[src/rtl/riscv_pkg.sv]
// Shared RV32I definitions for the core.
// Branch funct3 codes and branch controller state encoding.
package riscv_pkg;

  localparam logic [2:0] F3_BEQ  = 3'b000;
  localparam logic [2:0] F3_BNE  = 3'b001;
  localparam logic [2:0] F3_BLT  = 3'b100;
  localparam logic [2:0] F3_BGE  = 3'b101;
  localparam logic [2:0] F3_BLTU = 3'b110;
  localparam logic [2:0] F3_BGEU = 3'b111;

  typedef enum logic [1:0] {
    ST_IDLE    = 2'd0,
    ST_RESOLVE = 2'd1,
    ST_FLUSH   = 2'd2
  } br_state_e;

endpackage

[src/rtl/branch_ctrl_if.sv]
// Execute-stage branch handshake and fetch redirect bundle.
// Master is the execute stage / fetch side, slave is branch_ctrl.
interface branch_ctrl_if;
  logic        br_valid;
  logic        br_ready;
  logic [2:0]  br_funct3;
  logic        br_is_jal;
  logic        br_is_jalr;
  logic [31:0] rs1_data;
  logic [31:0] rs2_data;
  logic [31:0] pc;
  logic [31:0] imm;
  logic        redirect_valid;
  logic [31:0] redirect_pc;
  logic        flush_if;
  logic        flush_id;

  modport master (
    output br_valid, br_funct3, br_is_jal, br_is_jalr,
    output rs1_data, rs2_data, pc, imm,
    input  br_ready,
    input  redirect_valid, redirect_pc, flush_if, flush_id
  );

  modport slave (
    input  br_valid, br_funct3, br_is_jal, br_is_jalr,
    input  rs1_data, rs2_data, pc, imm,
    output br_ready,
    output redirect_valid, redirect_pc, flush_if, flush_id
  );
endinterface

[src/rtl/branch_comp.sv]
// Branch comparator: equality and signed/unsigned less-than.
// BrUn selects unsigned comparison.
module branch_comp (
  input  logic [31:0] DataA,
  input  logic [31:0] DataB,
  input  logic        BrUn,
  output logic        BrLT,
  output logic        BrEq
);
  assign BrEq = (DataA == DataB);
  assign BrLT = BrUn ? (DataA < DataB)
                     : ($signed(DataA) < $signed(DataB));
endmodule

[src/rtl/branch_ctrl.sv]
// Execute-stage branch resolution: condition, target, redirect,
// timed IF/ID flush and saturating branch/taken counters.
module branch_ctrl
  import riscv_pkg::*;
#(
  parameter int FLUSH_CYCLES = 2,
  parameter int CNT_W        = 16
) (
  input  logic             clk,
  input  logic             rst_n,
  branch_ctrl_if.slave     bus,
  input  logic             clr_cnt,
  output logic             misalign,
  output logic             illegal,
  output logic [CNT_W-1:0] branch_cnt,
  output logic [CNT_W-1:0] taken_cnt
);

  localparam logic [2:0] FC_LOAD = 3'(FLUSH_CYCLES - 1);

  br_state_e        state_q, state_d;
  logic [2:0]       fcnt_q, fcnt_d;
  logic [2:0]       funct3_q;
  logic             jal_q, jalr_q;
  logic [31:0]      rs1_q, rs2_q, pc_q, imm_q;
  logic             redir_q, redir_d;
  logic [31:0]      rpc_q, rpc_d;
  logic             mis_q, mis_d;
  logic             ill_q, ill_d;
  logic [CNT_W-1:0] bcnt_q, bcnt_d;
  logic [CNT_W-1:0] tcnt_q, tcnt_d;

  logic        accept;
  logic        br_lt, br_eq;
  logic        taken, cond_ill;
  logic        jalr_only;
  logic [31:0] sum, target;

  branch_comp u_comp (
    .DataA (rs1_q),
    .DataB (rs2_q),
    .BrUn  (funct3_q[1]),
    .BrLT  (br_lt),
    .BrEq  (br_eq)
  );

  assign accept = bus.br_valid && (state_q == ST_IDLE);

  always_comb begin
    taken    = 1'b0;
    cond_ill = 1'b0;
    if (jal_q || jalr_q) begin
      taken = 1'b1;
    end else begin
      unique case (funct3_q)
        F3_BEQ:  taken = br_eq;
        F3_BNE:  taken = !br_eq;
        F3_BLT:  taken = br_lt;
        F3_BGE:  taken = !br_lt;
        F3_BLTU: taken = br_lt;
        F3_BGEU: taken = !br_lt;
        default: cond_ill = 1'b1;
      endcase
    end
  end

  // JAL wins over JALR when both flags are set
  assign jalr_only = jalr_q && !jal_q;
  assign sum       = (jalr_only ? rs1_q : pc_q) + imm_q;
  assign target    = jalr_only ? {sum[31:1], 1'b0} : sum;

  always_ff @(posedge clk or negedge rst_n) begin
    if (!rst_n) state_q <= ST_IDLE;
    else        state_q <= state_d;
  end

  always_comb begin
    state_d = state_q;
    unique case (state_q)
      ST_IDLE:
        if (accept) state_d = ST_RESOLVE;
      ST_RESOLVE:
        if (taken && !target[1]) state_d = ST_FLUSH;
        else                     state_d = ST_IDLE;
      ST_FLUSH:
        if (fcnt_q == 3'd0) state_d = ST_IDLE;
      default: state_d = ST_IDLE;
    endcase
  end

  always_comb begin
    redir_d = 1'b0;
    mis_d   = 1'b0;
    ill_d   = 1'b0;
    rpc_d   = rpc_q;
    fcnt_d  = fcnt_q;
    if (state_q == ST_RESOLVE) begin
      ill_d = cond_ill;
      if (taken && target[1]) begin
        mis_d = 1'b1;
      end else if (taken) begin
        redir_d = 1'b1;
        rpc_d   = target;
        fcnt_d  = FC_LOAD;
      end
    end else if (state_q == ST_FLUSH && fcnt_q != 3'd0) begin
      fcnt_d = fcnt_q - 3'd1;
    end
  end

  // clear beats a same-cycle increment
  always_comb begin
    bcnt_d = bcnt_q;
    tcnt_d = tcnt_q;
    if (clr_cnt) begin
      bcnt_d = '0;
      tcnt_d = '0;
    end else begin
      if (accept && bcnt_q != '1)  bcnt_d = bcnt_q + 1'b1;
      if (redir_d && tcnt_q != '1) tcnt_d = tcnt_q + 1'b1;
    end
  end

  always_ff @(posedge clk or negedge rst_n) begin
    if (!rst_n) begin
      fcnt_q   <= '0;
      funct3_q <= '0;
      jal_q    <= 1'b0;
      jalr_q   <= 1'b0;
      rs1_q    <= '0;
      rs2_q    <= '0;
      pc_q     <= '0;
      imm_q    <= '0;
      redir_q  <= 1'b0;
      rpc_q    <= '0;
      mis_q    <= 1'b0;
      ill_q    <= 1'b0;
      bcnt_q   <= '0;
      tcnt_q   <= '0;
    end else begin
      fcnt_q  <= fcnt_d;
      redir_q <= redir_d;
      rpc_q   <= rpc_d;
      mis_q   <= mis_d;
      ill_q   <= ill_d;
      bcnt_q  <= bcnt_d;
      tcnt_q  <= tcnt_d;
      if (accept) begin
        funct3_q <= bus.br_funct3;
        jal_q    <= bus.br_is_jal;
        jalr_q   <= bus.br_is_jalr;
        rs1_q    <= bus.rs1_data;
        rs2_q    <= bus.rs2_data;
        pc_q     <= bus.pc;
        imm_q    <= bus.imm;
      end
    end
  end

  assign bus.br_ready       = (state_q == ST_IDLE);
  assign bus.redirect_valid = redir_q;
  assign bus.redirect_pc    = rpc_q;
  assign bus.flush_if       = (state_q == ST_FLUSH);
  assign bus.flush_id       = (state_q == ST_FLUSH);
  assign misalign           = mis_q;
  assign illegal            = ill_q;
  assign branch_cnt         = bcnt_q;
  assign taken_cnt          = tcnt_q;

endmodule

[src/flat_wrapper.sv]
// flat-port wrapper written by rule: the top's interface ports become plain ports
module branch_ctrl_flat import riscv_pkg::*;
#(
  parameter int FLUSH_CYCLES = 2,
  parameter int CNT_W        = 16
)
  (clk, rst_n, clr_cnt, misalign, illegal, branch_cnt, taken_cnt, bus_br_valid, bus_br_funct3, bus_br_is_jal, bus_br_is_jalr, bus_rs1_data, bus_rs2_data, bus_pc, bus_imm, bus_br_ready, bus_redirect_valid, bus_redirect_pc, bus_flush_if, bus_flush_id);
  branch_ctrl_if bus_i ();
  input  logic clk;
  input  logic rst_n;
  input  logic clr_cnt;
  output logic misalign;
  output logic illegal;
  output logic [CNT_W-1:0] branch_cnt;
  output logic [CNT_W-1:0] taken_cnt;
  input wire logic [$bits(bus_i.br_valid)-1:0] bus_br_valid;
  input wire logic [$bits(bus_i.br_funct3)-1:0] bus_br_funct3;
  input wire logic [$bits(bus_i.br_is_jal)-1:0] bus_br_is_jal;
  input wire logic [$bits(bus_i.br_is_jalr)-1:0] bus_br_is_jalr;
  input wire logic [$bits(bus_i.rs1_data)-1:0] bus_rs1_data;
  input wire logic [$bits(bus_i.rs2_data)-1:0] bus_rs2_data;
  input wire logic [$bits(bus_i.pc)-1:0] bus_pc;
  input wire logic [$bits(bus_i.imm)-1:0] bus_imm;
  output wire logic [$bits(bus_i.br_ready)-1:0] bus_br_ready;
  output wire logic [$bits(bus_i.redirect_valid)-1:0] bus_redirect_valid;
  output wire logic [$bits(bus_i.redirect_pc)-1:0] bus_redirect_pc;
  output wire logic [$bits(bus_i.flush_if)-1:0] bus_flush_if;
  output wire logic [$bits(bus_i.flush_id)-1:0] bus_flush_id;
  assign bus_i.br_valid = bus_br_valid;
  assign bus_i.br_funct3 = bus_br_funct3;
  assign bus_i.br_is_jal = bus_br_is_jal;
  assign bus_i.br_is_jalr = bus_br_is_jalr;
  assign bus_i.rs1_data = bus_rs1_data;
  assign bus_i.rs2_data = bus_rs2_data;
  assign bus_i.pc = bus_pc;
  assign bus_i.imm = bus_imm;
  assign bus_br_ready = bus_i.br_ready;
  assign bus_redirect_valid = bus_i.redirect_valid;
  assign bus_redirect_pc = bus_i.redirect_pc;
  assign bus_flush_if = bus_i.flush_if;
  assign bus_flush_id = bus_i.flush_id;
  branch_ctrl #(.FLUSH_CYCLES(FLUSH_CYCLES), .CNT_W(CNT_W)) u_core (.clk(clk), .rst_n(rst_n), .bus(bus_i), .clr_cnt(clr_cnt), .misalign(misalign), .illegal(illegal), .branch_cnt(branch_cnt), .taken_cnt(taken_cnt));
endmodule
[config.mk]
export PLATFORM = sky130hd
export DESIGN_NAME = branch_ctrl_flat
export DESIGN_NICKNAME = d
export VERILOG_FILES = /design/src/rtl/riscv_pkg.sv /design/src/rtl/branch_ctrl_if.sv /design/src/rtl/branch_comp.sv /design/src/rtl/branch_ctrl.sv /design/src/flat_wrapper.sv
export SDC_FILE = /design/constraint.sdc
export NUM_CORES = 1
export LEC_CHECK = 0
export CAP_MARGIN = 20
export CORE_ASPECT_RATIO = 2
export CORE_MARGIN = 5
export CORE_UTILIZATION = 35
export DETAILED_ROUTE_END_ITERATION = 7
export PLACE_DENSITY_LB_ADDON = 0.1
export SYNTH_ARGS = -nofsm -noshare
export SYNTH_HDL_FRONTEND = slang
export SYNTH_HIERARCHICAL = 1
export SYNTH_SLANG_ARGS = --single-unit
[constraint.sdc]
create_clock -name clk -period 3.8 [get_ports clk]
set_clock_uncertainty 0.15 [all_clocks]
set_input_delay 0.38 -clock clk [delete_from_list [all_inputs] [get_ports clk]]
set_output_delay 0.38 -clock clk [all_outputs]
set_load 0.02 [all_outputs]
==> flow_summary.rst <==
.. list-table::
   :header-rows: 1

   * - Metric
     - Value
   * - Final Cell Area
     - ~14,000 µm²
   * - Area delta synth->final
     - 30.21%
   * - XOR/XNOR Fraction of Synth Area
     - under 10%
   * - Number of diodes
     - 0
   * - DRC violations left
     - 0
   * - Final core utilization
     - a little under half
   * - Count of clock tree sinks
     - 205
   * - Multiplexer area fraction after synthesis
     - 4.130%
   * - Vias in the first global route
     - 9,686
   * - Commonest cells in the netlist
     - nand2_1, dfrtp_1, ha_1, nor2_1, a21oi_1
   * - Critical Path Source Type
     - register
   * - Area of the placeable core
     - about 31,000 µm²
   * - Slowest stage cell on the critical path
     - a2111oi_2
   * - Family of cells with the greatest summed delay on the critical path
     - simple AND/OR/NAND/NOR gates
   * - Critical path cell sequence
     - nor2b_4 -> buf_12 -> mux2_2 -> ha_1 -> and3_1 -> and3_1 -> nor3b_2 -> a2111oi_2 -> o21ai_1 -> nor4_1 -> nand3b_1
   * - Area post-placement
     - between 10,000 and 15,000 µm²
   * - Min Clock Period, post-route
     - 3.566 ns
   * - Number of enable-type register cells in the synthesized netlist
     - 0
   * - Largest voltage drop on the vdd net
     - 341.5 µV
   * - First-pass iteration count of the detailed router
     - 5
   * - Initial antenna violation count
     - 0
   * - Hpwl dp
     - approximately 25 mm
   * - Crit path arrival time
     - around 3.9 ns
   * - Adder-cell area share of the yosys netlist
     - 8.102%
   * - Worst setup path category
     - register to register
   * - P per Cell Area
     - around 820 nW/µm²
   * - Area contributors post-synth
     - dfrtp_1, nand2_1, ha_1
   * - TritonCTS clock tree
     - built
   * - Post-Synthesis Net Count
     - roughly 1,500
   * - Die area
     - 35,460 µm²
   * - Residual antenna-violating net count after detailed routing
     - 0
   * - Internal power consumption
     - 6.719 mW
   * - Period utilization
     - between 90% and 100%
   * - Fraction of layout cells with a size suffix above 1
     - about 7.6%
   * - Fin nets
     - 1,678
   * - Die Ht
     - ~260 µm
   * - Routability-driven placement congestion ratio
     - ~0.84
   * - Number of hold-slack violations in the final timing report
     - 0
   * - Grt total ovfl
     - 0
   * - Fraction of synthesized cell area taken by the top area cell type
     - 46.40%
   * - Share of power burned in combinational logic
     - roughly 53%
   * - Post-synthesis async set-or-reset flop share
     - 100.0%
   * - Library cell appearing most often on the critical path
     - and3_1
   * - Effective utilization at floorplan
     - a little over a third
   * - Yosys synthesis warning count
     - 6
   * - Finished Layout Cells
     - around 1,900
   * - CTS clk-pin slew, worst paths
     - 0.07 ns
   * - Setup repair after global routing missed its margin
     - false
   * - Wire length of the first global-routing pass
     - approximately 52 mm
   * - Sequential share of power
     - 30.2%
   * - Placed Cells
     - ~1,900
   * - Sequential cell area fraction in the yosys report
     - between 40% and 50%
   * - Leading cell type by number of instances after synthesis
     - nand2_1
   * - Leakage power figure
     - 6.883 nW
   * - Post-CTS Setup Bufs
     - 0
   * - Number of design-rule violations left by the first detailed-router iteration
     - approximately 370
   * - Tot Pwr
     - around 12 mW
   * - Run status
     - finished clean
   * - Buffering stage count on the worst path with inverters included
     - 1
   * - Number of H-tree levels
     - 1
   * - Largest fanout of any net on the critical path
     - 16
   * - Boundary pin count
     - 207
   * - Final setup violation count
     - 0
   * - Class of the worst hold path
     - primary input to register
   * - Chip Width
     - 135.7 µm
   * - CTS buffer count
     - 21
   * - Pin count of the biggest net entering global routing
     - 135
   * - Clock network latency to the later pin of the worst-skew pair
     - 0.51 ns
   * - Combinational family with the most area after synthesis
     - simple AND/OR/NAND/NOR gates
   * - CP endpoint kind
     - register
   * - Syn Inst Count
     - 1,261
   * - Slew of the pin with the lowest slew margin
     - 0.7583 ns
   * - Total vias in the final route
     - a little over 9,000
   * - Aggregate global-route resource usage
     - a little under a fifth
   * - Mean Syn Cell Area
     - just under 9 µm²
   * - Max-slew headroom
     - approximately half
   * - Fmax
     - between 0.2 and 0.3 GHz
   * - Worst hold slack
     - roughly 0.25 ns
   * - Area of the mapped netlist
     - 11,060 µm²
   * - Most frequently used flop master after synthesis
     - dfrtp_1
   * - Cell at the root of the clock tree
     - clkbuf_16
   * - Max_cap viols
     - 0
   * - Detailed-route wire length per cell
     - 17.15 µm
   * - Required time at the worst-slack endpoint
     - 4.10 ns
   * - Floorplan row count
     - 92
   * - Pins over their slew limit
     - 0
   * - Buffers from clock root to sink, at most
     - 3
   * - Portion of total power attributed to the clock network
     - about 17%
   * - Sw power
     - approximately 5 mW
   * - Fillers
     - between 3,000 and 4,000
   * - Vias/cell
     - 4.905
   * - Unique cell type count in the Yosys netlist
     - 64
   * - Number of buffers added on ports
     - a little over 200
   * - Sum of routed wire length over all layers
     - between 30 and 40 mm
   * - Net Sw Frac
     - around 43%
   * - Number of flip-flops and latches in the synthesized netlist
     - between 200 and 250
   * - Largest area contributor in the synthesized netlist
     - dfrtp_1
   * - Simple-gate share of the synthesized area
     - roughly a quarter
   * - Critical Path Max Stage Delay
     - 0.55 ns
   * - Fraction of the mapped netlist area in compound gates
     - roughly a tenth
[layer usage]
metal	up-vias	routed length [µm]	track usage (%)
met1	4418	12370	20.80
met5	-	0	0
met3	63	1289	1.922
met2	222	17650	34.88
met4	0	1370	7.960
li1	4641	-	-
[stage by stage]
step	setup slack (ns)	setup TNS, ns
final	0.2344	0
after global routing	0.002768	0
after CTS	0.05419	0
after detailed placement	-0.08006	-0.3671
after global placement	-0.1372	-0.9033
after floorplan	0.3608	0
[tightest hold or removal path: cells and delay by family]
family,cells,cell delay (ns)
buffers and inverters,1,0.40
AND/OR/NAND/NOR,2,0.09
[area by class of cell]
class	instances	area, µm²	share of cell area [%]
clock buffer	31	613.1	4.258
clock inverter	4	22.52	0.1564
inverter	46	175.2	1.217
multi-input combinational	960	5584	38.79
sequential	205	5130	35.63
tap	423	529.3	3.676
timing repair buffer	236	2344	16.28
[cell usage in the layout (no fill, tap or decap), types with 4 or more instances in the layout]
cell	instances
buf_4	25
or3_1	6
clkbuf_8	6
and4_1	5
a211oi_1	7
and2_1	5
inv_1	44
mux2_2	37
clkbuf_1	5
o21ai_0	44
nand3_1	25
nor2_1	60
nor2b_1	4
xor2_1	31
ha_1	70
o21bai_1	4
dfrtp_1	205
nand2b_1	5
buf_12	4
nor3_1	12
clkdlybuf4s50_1	205
clkbuf_16	21
a21oi_1	47
and3_1	15
o211ai_1	9
nand3b_1	5
a21o_1	16
xnor2_1	21
mux2i_1	4
nand4_1	21
nand2_1	454
[power groups by stage]
stage	logic, mW	clock network (mW)	registers [mW]
detailed placement	6.25	0	3.60
floorplan	4.03	0	3.61
global placement	6.19	0	3.58
CTS	6.30	2.06	3.56
finish	6.23	1.98	3.55
global route	6.99	2.14	3.65
[kinds of logic (layout without fill, tap and decap cells)]
family / Yosys count / after routing
buffers and inverters: 96 / 317
xor gates and xnor gates: 52 / 52
DFF: 205 / 205
AOI/OAI and AO/OA: 167 / 167
adders and majority gates: 71 / 71
muxes: 41 / 41
and+or+nand+nor: 629 / 629
[final timing paths]
path                                         endpoint  cells after the start  slack, ns       startpoint
max in group asynchronous        u_core/taken_cnt[12]                      4       2.16            rst_n
max reg2reg                u_core/bus.redirect_pc[31]                     11       0.23     u_core/jal_q
max                        u_core/bus.redirect_pc[31]                     11       0.23     u_core/jal_q
min reg2reg                           u_core/pc_q[20]                      2       0.32  u_core/pc_q[20]
min                                   u_core/rs2_q[9]                      3       0.25  bus_rs2_data[9]
min in group asynchronous        u_core/branch_cnt[9]                      2       0.36            rst_n
[state kept, by name (all words and copies together), names as in the netlist, 2 cells and up]
register	count
u_core/branch_cnt	16
u_core/state_q	2
u_core/rs1_q	32
u_core/taken_cnt	16
u_core/imm_q	32
u_core/bus.redirect_pc	32
u_core/fcnt_q	3
u_core/pc_q	32
u_core/funct3_q	3
u_core/rs2_q	32
[what timing repair did]
item / in CTS / in global routing
hold endpoints to repair: 85 / 0
setup endpoints to repair: 14 / 19
resized for setup: 2 / 2
hold buffers: 1 / 0
pin swaps: 0 / 2
No activity file was read; power rests on OpenSTA's default activity.
